### src/rtl/ycfsm_seq.sv
// ycfsm_seq: synchronous request/response controller for one asynchronous
// ycfsm cell. It injects a dual-rail token, waits for the cell to answer
// and then to return to empty, and reports the captured value to the host.
// Optional feature macro: YCFSM_SEQ_TIMEOUT_EN adds a per-phase wait timeout
// in DRIVE and RELEASE. Without it the controller waits indefinitely.
module ycfsm_seq #(
    parameter int RST_CYCLES = 4,
    parameter int TIMEOUT    = 255
) (
    input  logic       clk,
    input  logic       reset,
    input  logic       req_valid,
    output logic       req_ready,
    input  logic       req_bit,
    input  logic [1:0] req_match,
    output logic       rsp_valid,
    input  logic       rsp_ready,
    output logic [1:0] rsp_value,
    output logic       rsp_err,
    output logic       cell_reset,
    output logic [1:0] cell_in,
    output logic [1:0] cell_match,
    input  logic [1:0] cell_out
);

    localparam logic [2:0] ST_RST_HOLD = 3'd0;
    localparam logic [2:0] ST_IDLE     = 3'd1;
    localparam logic [2:0] ST_DRIVE    = 3'd2;
    localparam logic [2:0] ST_RELEASE  = 3'd3;
    localparam logic [2:0] ST_RESP     = 3'd4;

    localparam int            RW       = (RST_CYCLES > 1) ? $clog2(RST_CYCLES) : 1;
    localparam logic [RW-1:0] RST_LAST = RW'(RST_CYCLES - 1);

    // Reject parameter values the counters cannot represent.
    if (RST_CYCLES < 1 || TIMEOUT < 1 || TIMEOUT > 65535) begin : g_bad_param
        $error("ycfsm_seq: RST_CYCLES must be >= 1 and TIMEOUT in 1..65535");
    end

    logic [2:0]    state_q, state_d;
    logic [RW-1:0] rst_cnt_q, rst_cnt_d;
    logic [1:0]    sync_q, s_out_q, s_prev_q;
    logic          req_ready_q, req_ready_d;
    logic          rsp_valid_q, rsp_valid_d;
    logic [1:0]    rsp_value_q, rsp_value_d;
    logic          rsp_err_q, rsp_err_d;
    logic          cell_reset_q, cell_reset_d;
    logic [1:0]    cell_in_q, cell_in_d;
    logic [1:0]    cell_match_q, cell_match_d;
    logic          stable;

`ifdef YCFSM_SEQ_TIMEOUT_EN
    localparam logic [15:0] TO_LAST = 16'(TIMEOUT - 1);
    logic [15:0] phase_cnt_q, phase_cnt_d;
    logic        timeout_hit;
    assign timeout_hit = (phase_cnt_q >= TO_LAST);
`endif

    // The synchronized code counts as settled once it repeats on two cycles.
    assign stable = (s_out_q == s_prev_q);

    // Two-flop synchronizer on the asynchronous cell output, plus one history stage.
    always_ff @(posedge clk) begin
        // NOTE: clocked state uses non-blocking assignments so every flop
        // samples the pre-edge value, which is what makes the chain a chain.
        if (reset) begin
            sync_q   <= 2'b00;
            s_out_q  <= 2'b00;
            s_prev_q <= 2'b00;
        end else begin
            sync_q   <= cell_out;
            s_out_q  <= sync_q;
            s_prev_q <= s_out_q;
        end
    end

    // Next-state and registered-output logic of the handshake sequencer.
    always_comb begin
        // NOTE: every _d starts from its _q so no path leaves one unassigned,
        // which would otherwise infer a latch.
        state_d      = state_q;
        rst_cnt_d    = rst_cnt_q;
        req_ready_d  = req_ready_q;
        rsp_valid_d  = rsp_valid_q;
        rsp_value_d  = rsp_value_q;
        rsp_err_d    = rsp_err_q;
        cell_reset_d = cell_reset_q;
        cell_in_d    = cell_in_q;
        cell_match_d = cell_match_q;
`ifdef YCFSM_SEQ_TIMEOUT_EN
        phase_cnt_d  = phase_cnt_q;
`endif
        case (state_q)
            ST_RST_HOLD: begin
                if (rst_cnt_q == RST_LAST) begin
                    rst_cnt_d    = '0;
                    cell_reset_d = 1'b0;
                    req_ready_d  = 1'b1;
                    state_d      = ST_IDLE;
                end else begin
                    rst_cnt_d = rst_cnt_q + RW'(1);
                end
            end
            ST_IDLE: begin
                if (req_valid && req_ready_q) begin
                    req_ready_d  = 1'b0;
                    cell_in_d    = {req_bit, ~req_bit};
                    cell_match_d = req_match;
                    state_d      = ST_DRIVE;
`ifdef YCFSM_SEQ_TIMEOUT_EN
                    phase_cnt_d  = '0;
`endif
                end
            end
            ST_DRIVE: begin
`ifdef YCFSM_SEQ_TIMEOUT_EN
                if (phase_cnt_q != 16'hFFFF) phase_cnt_d = phase_cnt_q + 16'd1;
`endif
                if (stable && (s_out_q == 2'b01 || s_out_q == 2'b10)) begin
                    rsp_value_d = s_out_q;
                    cell_in_d   = 2'b00;
                    state_d     = ST_RELEASE;
`ifdef YCFSM_SEQ_TIMEOUT_EN
                    phase_cnt_d = '0;
`endif
                end else if (stable && s_out_q == 2'b11) begin
                    rsp_value_d = 2'b11;
                    rsp_err_d   = 1'b1;
                    rsp_valid_d = 1'b1;
                    cell_in_d   = 2'b00;
                    state_d     = ST_RESP;
                end
`ifdef YCFSM_SEQ_TIMEOUT_EN
                else if (timeout_hit) begin
                    rsp_value_d = s_out_q;
                    rsp_err_d   = 1'b1;
                    rsp_valid_d = 1'b1;
                    cell_in_d   = 2'b00;
                    state_d     = ST_RESP;
                end
`endif
            end
            ST_RELEASE: begin
`ifdef YCFSM_SEQ_TIMEOUT_EN
                if (phase_cnt_q != 16'hFFFF) phase_cnt_d = phase_cnt_q + 16'd1;
`endif
                if (stable && s_out_q == 2'b00) begin
                    cell_match_d = 2'b00;
                    rsp_err_d    = 1'b0;
                    rsp_valid_d  = 1'b1;
                    state_d      = ST_RESP;
                end
`ifdef YCFSM_SEQ_TIMEOUT_EN
                else if (timeout_hit) begin
                    rsp_value_d = s_out_q;
                    rsp_err_d   = 1'b1;
                    rsp_valid_d = 1'b1;
                    state_d     = ST_RESP;
                end
`endif
            end
            ST_RESP: begin
                if (rsp_ready) begin
                    rsp_valid_d = 1'b0;
                    if (rsp_err_q) begin
                        // An error leaves the cell in an unknown state: reset it.
                        cell_reset_d = 1'b1;
                        cell_in_d    = 2'b00;
                        cell_match_d = 2'b00;
                        rst_cnt_d    = '0;
                        state_d      = ST_RST_HOLD;
                    end else begin
                        req_ready_d = 1'b1;
                        state_d     = ST_IDLE;
                    end
                end
            end
            default: begin
                cell_reset_d = 1'b1;
                cell_in_d    = 2'b00;
                cell_match_d = 2'b00;
                req_ready_d  = 1'b0;
                rsp_valid_d  = 1'b0;
                rst_cnt_d    = '0;
                state_d      = ST_RST_HOLD;
            end
        endcase
    end

    // State and output registers; reset abandons any in-flight request.
    always_ff @(posedge clk) begin
        if (reset) begin
            state_q      <= ST_RST_HOLD;
            rst_cnt_q    <= '0;
            req_ready_q  <= 1'b0;
            rsp_valid_q  <= 1'b0;
            rsp_value_q  <= 2'b00;
            rsp_err_q    <= 1'b0;
            cell_reset_q <= 1'b1;
            cell_in_q    <= 2'b00;
            cell_match_q <= 2'b00;
        end else begin
            state_q      <= state_d;
            rst_cnt_q    <= rst_cnt_d;
            req_ready_q  <= req_ready_d;
            rsp_valid_q  <= rsp_valid_d;
            rsp_value_q  <= rsp_value_d;
            rsp_err_q    <= rsp_err_d;
            cell_reset_q <= cell_reset_d;
            cell_in_q    <= cell_in_d;
            cell_match_q <= cell_match_d;
        end
    end

`ifdef YCFSM_SEQ_TIMEOUT_EN
    // Per-phase wait counter, cleared when DRIVE or RELEASE is entered.
    always_ff @(posedge clk) begin
        if (reset) phase_cnt_q <= '0;
        else       phase_cnt_q <= phase_cnt_d;
    end
`endif

    assign req_ready  = req_ready_q;
    assign rsp_valid  = rsp_valid_q;
    assign rsp_value  = rsp_value_q;
    assign rsp_err    = rsp_err_q;
    assign cell_reset = cell_reset_q;
    assign cell_in    = cell_in_q;
    assign cell_match = cell_match_q;

endmodule
### config.mk
export PLATFORM = sky130hd
export DESIGN_NAME = ycfsm_seq
export DESIGN_NICKNAME = d
export VERILOG_FILES = /design/src/rtl/ycfsm_seq.sv
export SDC_FILE = /design/constraint.sdc
export NUM_CORES = 1
export LEC_CHECK = 0
export ABC_AREA = 1
export CORE_UTILIZATION = 46
export CTS_CLUSTER_DIAMETER = 30
export DETAILED_ROUTE_END_ITERATION = 10
export HOLD_SLACK_MARGIN = 0.06
export PLACE_DENSITY = 0.85
export SETUP_SLACK_MARGIN = 0.3
export SLEW_MARGIN = 20
export SYNTH_ARGS = -nofsm -noshare
export SYNTH_HDL_FRONTEND = slang
export SYNTH_SLANG_ARGS = --single-unit
### constraint.sdc
create_clock -name clk -period 1.21 [get_ports clk]
set_input_delay 0.1815 -clock clk [delete_from_list [all_inputs] [get_ports clk]]
set_output_delay 0.1815 -clock clk [all_outputs]
set_load 0.02 [all_outputs]
Word level (Yosys, flattened, before mapping):

Index checks and enable logic that the tools add are counted.

* input bits: 9
* output and inout port bits: 10
* word-level logic and storage cells: 97
* register bits: 21

* $add $sub $neg: 1
* reduce and logical (&&, ||, !) cells: 23
* muxes and demuxes: 37
* bitwise logic cells: 6
* equality and inequality tests: 18

Operators with widths (number)
* $reduce_and 5->1: 5
* $mux 2: 10
* $mux 3: 6
* $ne 2x2->1 const B: 8
* $pmux 2 s4: 2
* $pmux 3 s5: 1
* $mux 1: 13
* $pmux 1 s4: 2
* $reduce_and 4->1: 2
* $reduce_or 2->1: 4
* $eq 2x2->1 const B: 3
* $eq 3x2->1 const B: 2
* $not 1->1: 6
* $pmux 2 s3: 1
* $logic_and 1x1->1: 4
* $reduce_bool 2->1: 2
* $eq 3x1->1 const B: 1
* $eq 3x3->1 const B: 1
* $logic_not 3->1: 1
* $ne 3x3->1 const B: 1
* $pmux 1 s3: 1
* $reduce_and 3->1: 1
* $reduce_or 3->1: 1
* $add 2x1->2 const B: 1
* other kinds (6): 6

Logic depth before layout (Yosys ltp):

Gate-level depths: netlist of run 1.

* depth in word-level cells: 5
* gate-level depth with buffers: 10

Worst setup path after synthesis of run 1:

Ideal clock, no wire load.

* kind: register to register
* start: register s_out_q[0]
* end: register cell_in_q[1], in the netlist cell_in[1]
* cell stages (with the launch flop): 9
* clock period less this slack: 1.282 ns
* required time: 1.096 ns
* slack: -0.072 ns
* buffers on the path: 0
* data arrival time: 1.169 ns
* path through: dfxtp_1 -> inv_1 -> ha_1 -> nand3_1 -> nand3_1 -> nand2_1 -> nand2_1 -> nand2_1 -> nor2_1

* cells in the longest elaborated chain, start to end: 5

RTL lines
* start: declaration: RTL line 42 `logic [1:0] sync_q, s_out_q, s_prev_q;`
* start signal: assignment: RTL line 72 `s_out_q <= sync_q;`
* $eq 2x1->1 / $eq 2x2->1 (equally long branches): RTL line 119 `if (stable && (s_out_q == 2'b01 || s_out_q == 2'b10)) begin`
* $logic_or 1x1->1: RTL line 119
* $logic_and 1x1->1: RTL line 119
* $ne 3x3->1 (no line) / $mux 2 (equally long branches)
* $reduce_and 5->1 (no line) / $pmux 2 s4 (equally long branches)
* end signal: assignment: RTL line 210 `cell_in_q <= cell_in_d;`
* end: declaration: RTL line 48 `logic [1:0] cell_in_q, cell_in_d;`

Parallel ways exist; a longest one is shown, timed or not.
A chain may end at the register's enable or synchronous reset.

Final worst setup path of run 1:

* start: register state_q[0]
* end: register state_q[1]

* cells in the longest elaborated chain, start to end: 3

RTL lines
* start: declaration: RTL line 40 `logic [2:0] state_q, state_d;`
* start signal: assignment: RTL line 203 `state_q <= state_d;`
* $eq 3x2->1, or another cell as far along: RTL line 93 `case (state_q)`
* $ne 3x3->1 (no line) / $ne 2x2->1 (equally long branches)
* $reduce_and 5->1 (no line)

Parallel ways exist; a longest one is shown, timed or not.

==> summary.md, run 1 <==
| Metric | Value |
|---|---|
| Result of the run | finished, violations left |
| Failing checks | setup timing |
| Startpoint types | register |
| Port buffer count | 18 |
| Number of top-level pins | 19 |
| Leading cell type in the layout, fill and taps excluded | sky130_fd_sc_hd__buf_4 |
| Final period util | 113% |
| Post-route worst setup slack | -159 ps |
| Antenna violations before repair | 0 |
| Layout Nets | about 210 |
| Root Buffer Master | sky130_fd_sc_hd__clkbuf_4 |
| Worst-Margin Slew | roughly 350 ps |
| Via Count | between 1000 and 1500 |
| Core Footprint | between 2000 and 2500 um^2 |
| Avg Synthesized Cell Area | between 7 and 8 um^2 |
| Total Neg Setup Slack | -1680 ps |
| Final min period | 1370 ps |
| Die Span X | about 50 um |
| Filler cells | 129 |
| Die Span Y | approximately 50 um |
| Post-synth cell types | 22 |
| Footprint of the multi-input gates | a little under 800 um^2 |
| Overall track demand over capacity in global routing | 25.5% |
| Congestion Overflow GR | 0 |
| Area of all sequential standard cells | ~450 um^2 |
| Area of the mapped netlist | roughly 1100 um^2 |
| Top fanout value on the critical path | 6 |
| Number of remaining DRC errors | 0 |
| Largest net degree at the start of global routing | 13 |
| Final Slew Violations | 0 |
| Worst hold-check path type | in -> reg |
| Final weighted congestion in routability-driven placement | about 0.9 |
| Number of cells on the worst hold path | 3 |
| Worst VDD drop | roughly 1.4 mV |
| Element type at the critical path end | register |
| Number of optimization iterations in the first detailed-route pass | 4 |
| Post-detailed-route via-to-cell ratio | between 5 and 6 |
| Syn Nets | between 150 and 200 |
| DPL Wire Length | just over 2 mm |
| H-tree levels | 1 |
| Row count | 17 |
| Area growth from synthesis to layout | 70.9% |
| Fin. Hold Viols | 0 |
| Top cells by area in the synthesized netlist | sky130_fd_sc_hd__dfxtp_1 40%, sky130_fd_sc_hd__nand2_1 9.6%, sky130_fd_sc_hd__nor2_1 7.8% |
| CP Data Required Time | 1460 ps |
| Initial DRC Count | 36 |
| CP Data Arrival Time | about 1600 ps |
| Relative slew margins | about three quarters |
| Remaining antenna violation count after routing | 0 |
| Clock tree from TritonCTS | yes |
| Maximum Capacitance Violations | 0 |
| Setup repair after global routing missed its margin | yes |
| Static Leak | approximately 0.80 nW |
| Post-synth top area share | 39.6% |
| Die Outline Area | about 2500 um^2 |
| Cells after synthesis | between 100 and 150 |
| First-pass GRT wire length | ~4.8 mm |
| Buffer depth of the longest clock path | 2 |
| Synth area leader | sky130_fd_sc_hd__dfxtp_1 |
| WL/cell | between 15 and 20 um |
| Sequential area share after synthesis | 39.6% |
| Power Density | between 1500 and 2000 nW/um^2 |
| Yosys warning count | 0 |
| Share of layout cells above drive strength 1 | between 50% and 60% |
| Number of setup violations in the final report | 14 |
| Count of inserted antenna diode cells | 0 |
| Leading cell types in the layout, fill and taps excluded | 27 x sky130_fd_sc_hd__buf_4, 19 x sky130_fd_sc_hd__nor2_1, 16 x sky130_fd_sc_hd__nand2_1 |
| Critical path type | reg -> reg |
| Maximum clock frequency | between 700 and 800 MHz |
| Number of clock sinks seen by CTS | 21 |
| Via count of the first global-routing pass | between 1000 and 1500 |
| Worst reg-to-reg path cell count | 8 |
| Detailed Route WL | roughly 3.4 mm |
| Clock transition at the register clock pins on the worst setup and hold paths after CTS | ~120 ps |
| Total power draw | ~0.0035 W |
| Clock buffer count from CTS | 3 |
| Worst-skew pair later-pin latency | ~310 ps |
| Effective utilization at floorplan | a little under 50% |
| Final worst clock skew | about 5 ps |
| Yosys reg bits | 21 |
[synth_stat cells (all sizes together)]
master and count:
o21ai 9, ha 3, nand3 16, nand4 1
nand3b 1, dfxtp 21, a21oi 13, a21boi 1
clkbuf 1, nand2 29, o211ai 2, inv 23
nor2 26, nor3 1
[registers in the layout, indices dropped and copies added (netlist names)]
register,flops
cell_match,2
rsp_err,1
state_q,3
req_ready,1
cell_in,2
s_prev_q,2
cell_reset,1
rst_cnt_q,2
sync_q,2
s_out_q,2
rsp_valid,1
rsp_value,2
[through the flow]
stage / setup slack [ps] / area [um^2] / hold slack, ps / instances / util (%)
after detailed placement: -200 / 1490 / 392 / 210 / 67.8
after global routing: -232 / 1810 / 359 / 226 / 82.8
after CTS: -91.2 / 1640 / 384 / 219 / 74.9
final: -159 / 1810 / 382 / 226 / 82.8
after floorplan: 18.2 / 1140 / 251 / 147 / -
after global placement: -159 / 1490 / 388 / 210 / 67.8
[report_power, final]
part / leakage [nW] / switching, W / internal, W
Clock: 0.0150 / 0.000216 / 0.000129
Combinational: 0.605 / 0.00117 / 0.000980
Sequential: 0.180 / 0.000153 / 0.000886
[logic make-up (layout without fill, tap and decap cells)]
group	Yosys count	count (layout)	synth area share (%)
simple gates	74	74	35.3
compound gates	25	25	12.9
buf+inv	24	75	8.73
flops	21	21	39.6
fa+ha+maj	3	3	3.54
[critical path, stage by stage (launching register included)]
cell                      delay, ps
sky130_fd_sc_hd__dfxtp_4        380
sky130_fd_sc_hd__nor2_4         240
sky130_fd_sc_hd__buf_4          160
sky130_fd_sc_hd__nand3_2        100
sky130_fd_sc_hd__nand3_2        140
sky130_fd_sc_hd__a21oi_2         50
sky130_fd_sc_hd__nand3_1         80
sky130_fd_sc_hd__nand2_1         60
sky130_fd_sc_hd__nor2_1         100
[path summary, 6_finish.rpt]
| check | start | to | slack [ps] |
|---|---|---|---|
| setup / recovery | state_q[0] | state_q[1] | -160 |
| hold / removal | cell_out[1] | sync_q[1] | 380 |
| setup reg to reg | state_q[0] | state_q[1] | -160 |
| hold reg to reg | sync_q[0] | s_out_q[0] | 410 |
[cell type report]
class                   instances  share of cell area [%]
multi-input cells             102                    42.7
flip-flops and latches         21                    25.0
repair buffers                 48                    23.7
inverters                      23                    5.31
well taps                      28                    1.93
clock buffers                   4                    1.45
[timing repair]
item                       4_1_cts  5_1_grt
buffers inserted                 5        7
setup endpoints to repair       25       25
gates cloned                     0        0
resized for setup               74       43
hold buffers                     0        0
pin swaps                        3       16
[metal layers]
| layer | vias to the layer above | global-route usage, % | wire length [um] |
|---|---|---|---|
| li1 | 576 | - | - |
| met1 | 586 | 27.3 | 1210 |
| met2 | 53 | 47.1 | 1980 |
| met3 | 10 | 3.70 | 154 |
| met4 | 0 | 13.3 | 105 |
| met5 | - | 0 | 0 |
Power figures use the tool's default switching activity.
==> run 2, diff against run 1 <==
CELL_PAD_IN_SITES_DETAIL_PLACEMENT = 2   (was default)
CELL_PAD_IN_SITES_GLOBAL_PLACEMENT = 2   (was default)
CORE_MARGIN = 2   (was default)
CORE_UTILIZATION = 25   (was 46)
PLACE_DENSITY = 0.83   (was 0.85)
==> summary.md, run 2 (same netlist as run 1, synthesis figures left out) <==
| Metric | Value |
|---|---|
| Result of the run | finished, violations left |
| Failing checks | setup timing |
| Met3 Wirelength | 104 um |
| Final Slew Violations | 0 |
| Number of top-level pins | 19 |
| Worst VDD drop | around 0.55 mV |
| Die Outline Area | 4780 um^2 |
| Total Neg Setup Slack | -1590 ps |
| First-pass GRT wire length | between 7 and 8 mm |
| Root Buffer Master | sky130_fd_sc_hd__clkbuf_8 |
| Worst hold-check path type | reg -> reg |
| Logic depth of the worst setup path including buffers | 8 |
| Worst-skew pair later-pin latency | 270 ps |
| Element type at the critical path end | register |
| Launch point of the worst path | state_q[1] |
| Critical path's largest stage delay | 370 ps |
| Number of setup violations in the final report | 15 |
| Final cell count without fillers | around 260 |
| Amount of wire on met2 after detailed routing | around 2.7 mm |
| H-tree levels | 1 |
| Post-route worst setup slack | -198 ps |
| Critical path buffer and inverter count | 1 |
| Maximum Capacitance Violations | 0 |
| Row count | 23 |
| Setup repair after global routing missed its margin | yes |
| Overall track demand over capacity in global routing | 19.0% |
| Die Span X | 69.1 um |
| Power Density | slightly above 2000 nW/um^2 |
| Die Span Y | between 60 and 70 um |
| Master of the slowest instance on the critical path | sky130_fd_sc_hd__dfxtp_4 |
| Congestion Overflow GR | 0 |
| Worst reg-to-reg path cell count | 8 |
| Buffer depth of the longest clock path | 2 |
| Via count of the first global-routing pass | roughly 1300 |
| Endpoint of the most critical setup path | state_q[1] |
| Reg2reg start | state_q[1] |
| Number of remaining DRC errors | 0 |
| Antenna violations before repair | 0 |
| Number of clock sinks seen by CTS | 21 |
| CP Data Arrival Time | 1600 ps |
| Clock transition at the register clock pins on the worst setup and hold paths after CTS | approximately 80 ps |
| Final worst hold slack | roughly 400 ps |
| Critical path type | reg -> reg |
| Category of cells accounting for the largest share of critical-path delay | simple AND/OR/NAND/NOR gates |
| WL/cell | 18.5 um |
| Initial DRC Count | 28 |
| Number of optimization iterations in the first detailed-route pass | 4 |
| Share of layout cells above drive strength 1 | between 60 and 70% |
| Startpoint types | register |
| Via Count | between 1000 and 1500 |
| Leading cell type in the layout, fill and taps excluded | sky130_fd_sc_hd__buf_4 |
| Maximum clock frequency | slightly above 700 MHz |
| Final period util | 116% |
| Area growth from synthesis to layout | 85.0% |
| Layout Nets | between 200 and 250 |
| Detailed Route WL | between 4 and 5 mm |
| Remaining antenna violation count after routing | 0 |
| Count of inserted antenna diode cells | 0 |
| Most flops, register | state_q |
| Clock tree from TritonCTS | yes |
| DPL Wire Length | about 2.8 mm |
| Effective utilization at floorplan | a little over a quarter |
| Largest net degree at the start of global routing | 13 |
| CP Data Required Time | between 1000 and 1500 ps |
| Flop2flop setup slack | -200 ps |
| Number of flip-flops in the largest register | 3 |
| Relative slew margins | 76.1% |
| Worst-Margin Slew | ~350 ps |
| Clock buffer count from CTS | 3 |
| Dpl cells | 235 |
| Final weighted congestion in routability-driven placement | slightly below 0.8 |
| Final worst clock skew | between 8 and 9 ps |
| Final min period | around 1400 ps |
| Worst flop-to-flop path endpoint | state_q[1] |
| Top fanout value on the critical path | 5 |
| Fin. Hold Viols | 0 |
| Core Footprint | 4030 um^2 |
| Post-detailed-route via-to-cell ratio | around 4.7 |
| Filler cells | between 400 and 500 |
| Routed length on met1 | 1.83 mm |
| Static Leak | just under 0.9 nW |
| Uppermost routed layer | met4 |
| List of cells traversed by the critical path | nor2_4, nand3b_4, buf_4, nand3_2, a21oi_2, nand3_1, nand2_1, nor2_1 |
| Leading cell types in the layout, fill and taps excluded | 32 x sky130_fd_sc_hd__buf_4, 18 x sky130_fd_sc_hd__nor2_1, 14 x sky130_fd_sc_hd__buf_6 |
| Port buffer count | 18 |
-- run 2: area by class of cell --
cell class,count,area [um^2],area share [%]
clock buffer,4,45.0,2.29
inverter,23,104,5.29
multi-input combinational,102,797,40.6
sequential,21,452,23.0
tap,50,62.6,3.19
timing repair buffer,56,503,25.6
-- run 2: worst register-to-register path: cells and delay by family (launching register included) --
kind / cells / cell delay [ps]
flip-flops: 1 / 370
AND/OR/NAND/NOR: 6 / 750
AO/OA/AOI/OAI: 1 / 60
buffers and inverters: 1 / 160
-- run 2: metrics by stage --
stage	utilization [%]	power, W	area, um^2	setup WS [ps]
2_1_floorplan	-	0.00207	1140	18.2
3_3_place_gp	38.4	0.00266	1550	-175
3_5_place_dp	38.4	0.00280	1550	-259
4_1_cts	44.7	0.00367	1800	-91.8
5_1_grt	48.7	0.00425	1960	-283
6_report	48.7	0.00396	1960	-198
-- run 2: routing by layer --
metal | vias up | track usage (%)
li1 | 587 | -
met1 | 585 | 21.4
met2 | 21 | 35.7
met3 | 12 | 2.78
met4 | 0 | 7.41
met5 | - | 0
-- run 2: power by group --
part	total [W]	switching, W	internal [W]
clock	0.000481	0.000246	0.000235
sequential	0.00105	0.000167	0.000884
combinational	0.00243	0.00134	0.00108
-- run 2: how the worst min path moves through the flow --
stage                startpoint      endpoint  slack (ps)  cells past startpoint
floorplan                 reset  rst_cnt_q[1]         250                      1
global placement      sync_q[0]    s_out_q[0]         390                      2
detailed placement    sync_q[0]    s_out_q[0]         400                      2
CTS                   sync_q[0]    s_out_q[0]         410                      2
global route        cell_out[0]     sync_q[0]         410                      3
finish                sync_q[0]    s_out_q[0]         410                      2
-- run 2: what timing repair did --
action	CTS	global route
gates resized for setup	93	33
hold buffers	0	0
endpoints found under the setup margin	25	25
pin swaps	18	14
buffers inserted	8	9
hold endpoints to repair	0	0
==> run 3, diff against run 2 <==
SETUP_SLACK_MARGIN = default   (was 0.3)
==> summary.md, run 3 (same netlist as run 1, synthesis figures left out) <==
| Metric | Value |
|---|---|
| Overall track demand over capacity in global routing | between 10% and 20% |
| Number of top-level pins | 19 |
| Startpoint types | register |
| Count of inserted antenna diode cells | 0 |
| Row count | 23 |
| Remaining antenna violation count after routing | 0 |
| Final Slew Violations | 0 |
| Die Span Y | a little under 70 um |
| Leading cell type in the layout, fill and taps excluded | sky130_fd_sc_hd__buf_4 |
| Relative contribution of combinational cells to total power | between 60% and 70% |
| Maximum clock frequency | ~730 MHz |
| Filler cells | around 440 |
| Number of clock sinks seen by CTS | 21 |
| Number of flip-flops in the largest register | 3 |
| Power Density | just over 2000 nW/um^2 |
| Non-Filler Cell Area, Final | 2010 um^2 |
| Number of setup violations in the final report | 15 |
| Area growth from synthesis to layout | 89.0% |
| Number of optimization iterations in the first detailed-route pass | 4 |
| CP Data Arrival Time | about 1500 ps |
| Routing usage on met2 | 38.4% |
| Core Footprint | 4030 um^2 |
| Leading cell types in the layout, fill and taps excluded | 32 x sky130_fd_sc_hd__buf_4, 18 x sky130_fd_sc_hd__nor2_1, 14 x sky130_fd_sc_hd__dfxtp_1 |
| Via count of the first global-routing pass | between 1000 and 1500 |
| Worst hold-check path type | reg -> reg |
| Final worst clock skew | between 4 and 5 ps |
| Maximum Capacitance Violations | 0 |
| Worst VDD drop | roughly 0.61 mV |
| Footprint of the multi-input gates | 848 um^2 |
| Clock tree from TritonCTS | yes |
| Final min period | 1370 ps |
| Global-route track usage on met1 | ~22% |
| Met3 track demand over resource in global routing | ~2.9% |
| Clock transition at the register clock pins on the worst setup and hold paths after CTS | about 80 ps |
| Worst-Margin Slew | 356 ps |
| Worst-skew pair later-pin latency | about 270 ps |
| Via Count | ~1300 |
| Layout Nets | 222 |
| H-tree levels | 1 |
| DPL Wire Length | 2.94 mm |
| Clock buffer count from CTS | 3 |
| First-pass GRT wire length | 7.45 mm |
| Internal power of the cells | between 0.002 and 0.0025 W |
| Area of all sequential standard cells | between 400 and 500 um^2 |
| Critical path type | reg -> reg |
| Final period util | 113% |
| Dpl cells | around 240 |
| Number of remaining DRC errors | 0 |
| Die Span X | 69.1 um |
| Antenna violations before repair | 0 |
| Largest net degree at the start of global routing | 13 |
| Buffer depth of the longest clock path | 2 |
| Post-place instance area | 1520 um^2 |
| Final cell count without fillers | 259 |
| CP Data Required Time | around 1400 ps |
| Register share of total power | around a quarter |
| Congestion Overflow GR | 0 |
| Fin. Hold Viols | 0 |
| Share of layout cells above drive strength 1 | approximately 56% |
| Top fanout value on the critical path | 5 |
| Net Sw Frac | between 40 and 50% |
| Most flops, register | state_q |
| Setup repair after global routing missed its margin | yes |
| Detailed Route WL | 4.90 mm |
| Result of the run | finished, violations left |
| Final weighted congestion in routability-driven placement | between 0.7 and 0.8 |
| Most Crowded Layer GR | met2 |
| Element type at the critical path end | register |
| Root Buffer Master | sky130_fd_sc_hd__clkbuf_8 |
| Failing checks | setup timing |
| Part of the total power dissipated in the clock network | between 10% and 20% |
| Switching pwr | between 0.0015 and 0.002 W |
| Static Leak | ~0.88 nW |
| Final worst hold slack | about 400 ps |
| Post-detailed-route via-to-cell ratio | 4.86 |
| Initial DRC Count | 27 |
| Hold-fix buffers, CTS | 0 |
| Share of the core filled with cells in the final layout | around half |
| WL/cell | approximately 19 um |
| Post-route worst setup slack | -162 ps |
| Port buffer count | 18 |
| Relative slew margins | 76.2% |
| Effective utilization at floorplan | a little over a quarter |
| Die Outline Area | roughly 4800 um^2 |
[run 3: changes by cell type in the layout (fill, tap and decap cells not counted), sizes merged]
cell / before / now
dlygate4sd2: 0 / 9
buf: 48 / 41
clkbuf: 4 / 5
[run 3: what timing repair did]
item                                    CTS  global route
cloned                                    0             0
endpoints found under the setup margin   25            16
buffers inserted                         12             7
resized for setup                        75            24
pin swaps                                20            17
endpoints found under the hold margin     0             0
[run 3: layout make-up]
cell class              count  share of cell area (%)
clock buffers               4                    2.25
inverters                  23                    4.93
multi-input cells         102                    42.3
flip-flops and latches     21                    21.8
well taps                  50                    3.12
repair buffers             59                    25.6
[run 3: power groups by stage]
stage | logic [W] | clock network (W) | registers (W)
detailed placement | 0.00185 | 0 | 0.000992
global placement | 0.00170 | 0 | 0.000976
CTS | 0.00230 | 0.000494 | 0.000986
finish | 0.00265 | 0.000481 | 0.000990
floorplan | 0.000932 | 0 | 0.00109
global route | 0.00290 | 0.000525 | 0.00101
[run 3: metrics by stage]
stage | setup TNS, ps | total power (W) | setup WS (ps)
after floorplan | 0 | 0.00202 | 4.90
after global placement | -1730 | 0.00268 | -185
after detailed placement | -2810 | 0.00285 | -297
after CTS | -1290 | 0.00378 | -147
after global routing | -2820 | 0.00444 | -244
final | -1710 | 0.00413 | -162
[run 3: routing by layer]
layer / vias up / share of wire, %
li1: 600 / -
met1: 626 / 38
met2: 21 / 57
met3: 11 / 2.4
met4: 0 / 2.7
met5: - / 0
[run 3: path summary, 6_finish.rpt]
| path | start | endpoint | slack (ps) | cells past startpoint |
|---|---|---|---|---|
| setup / recovery | state_q[0] | cell_in[1] | -160 | 9 |
| hold reg to reg | sync_q[0] | s_out_q[0] | 400 | 2 |
| hold / removal | sync_q[0] | s_out_q[0] | 400 | 2 |
| setup reg to reg | state_q[0] | cell_in[1] | -160 | 9 |
[run 3: worst max-delay path: stages (launching register included)]
cell                       delay (ps)
sky130_fd_sc_hd__dfxtp_4          370
sky130_fd_sc_hd__nor2_4           220
sky130_fd_sc_hd__nand3b_4         180
sky130_fd_sc_hd__nand2_4          120
sky130_fd_sc_hd__buf_6            110
sky130_fd_sc_hd__nor2_4            40
sky130_fd_sc_hd__nand2_2           80
sky130_fd_sc_hd__nand2_1           70
sky130_fd_sc_hd__nand2_1           60
sky130_fd_sc_hd__nor2_1            30
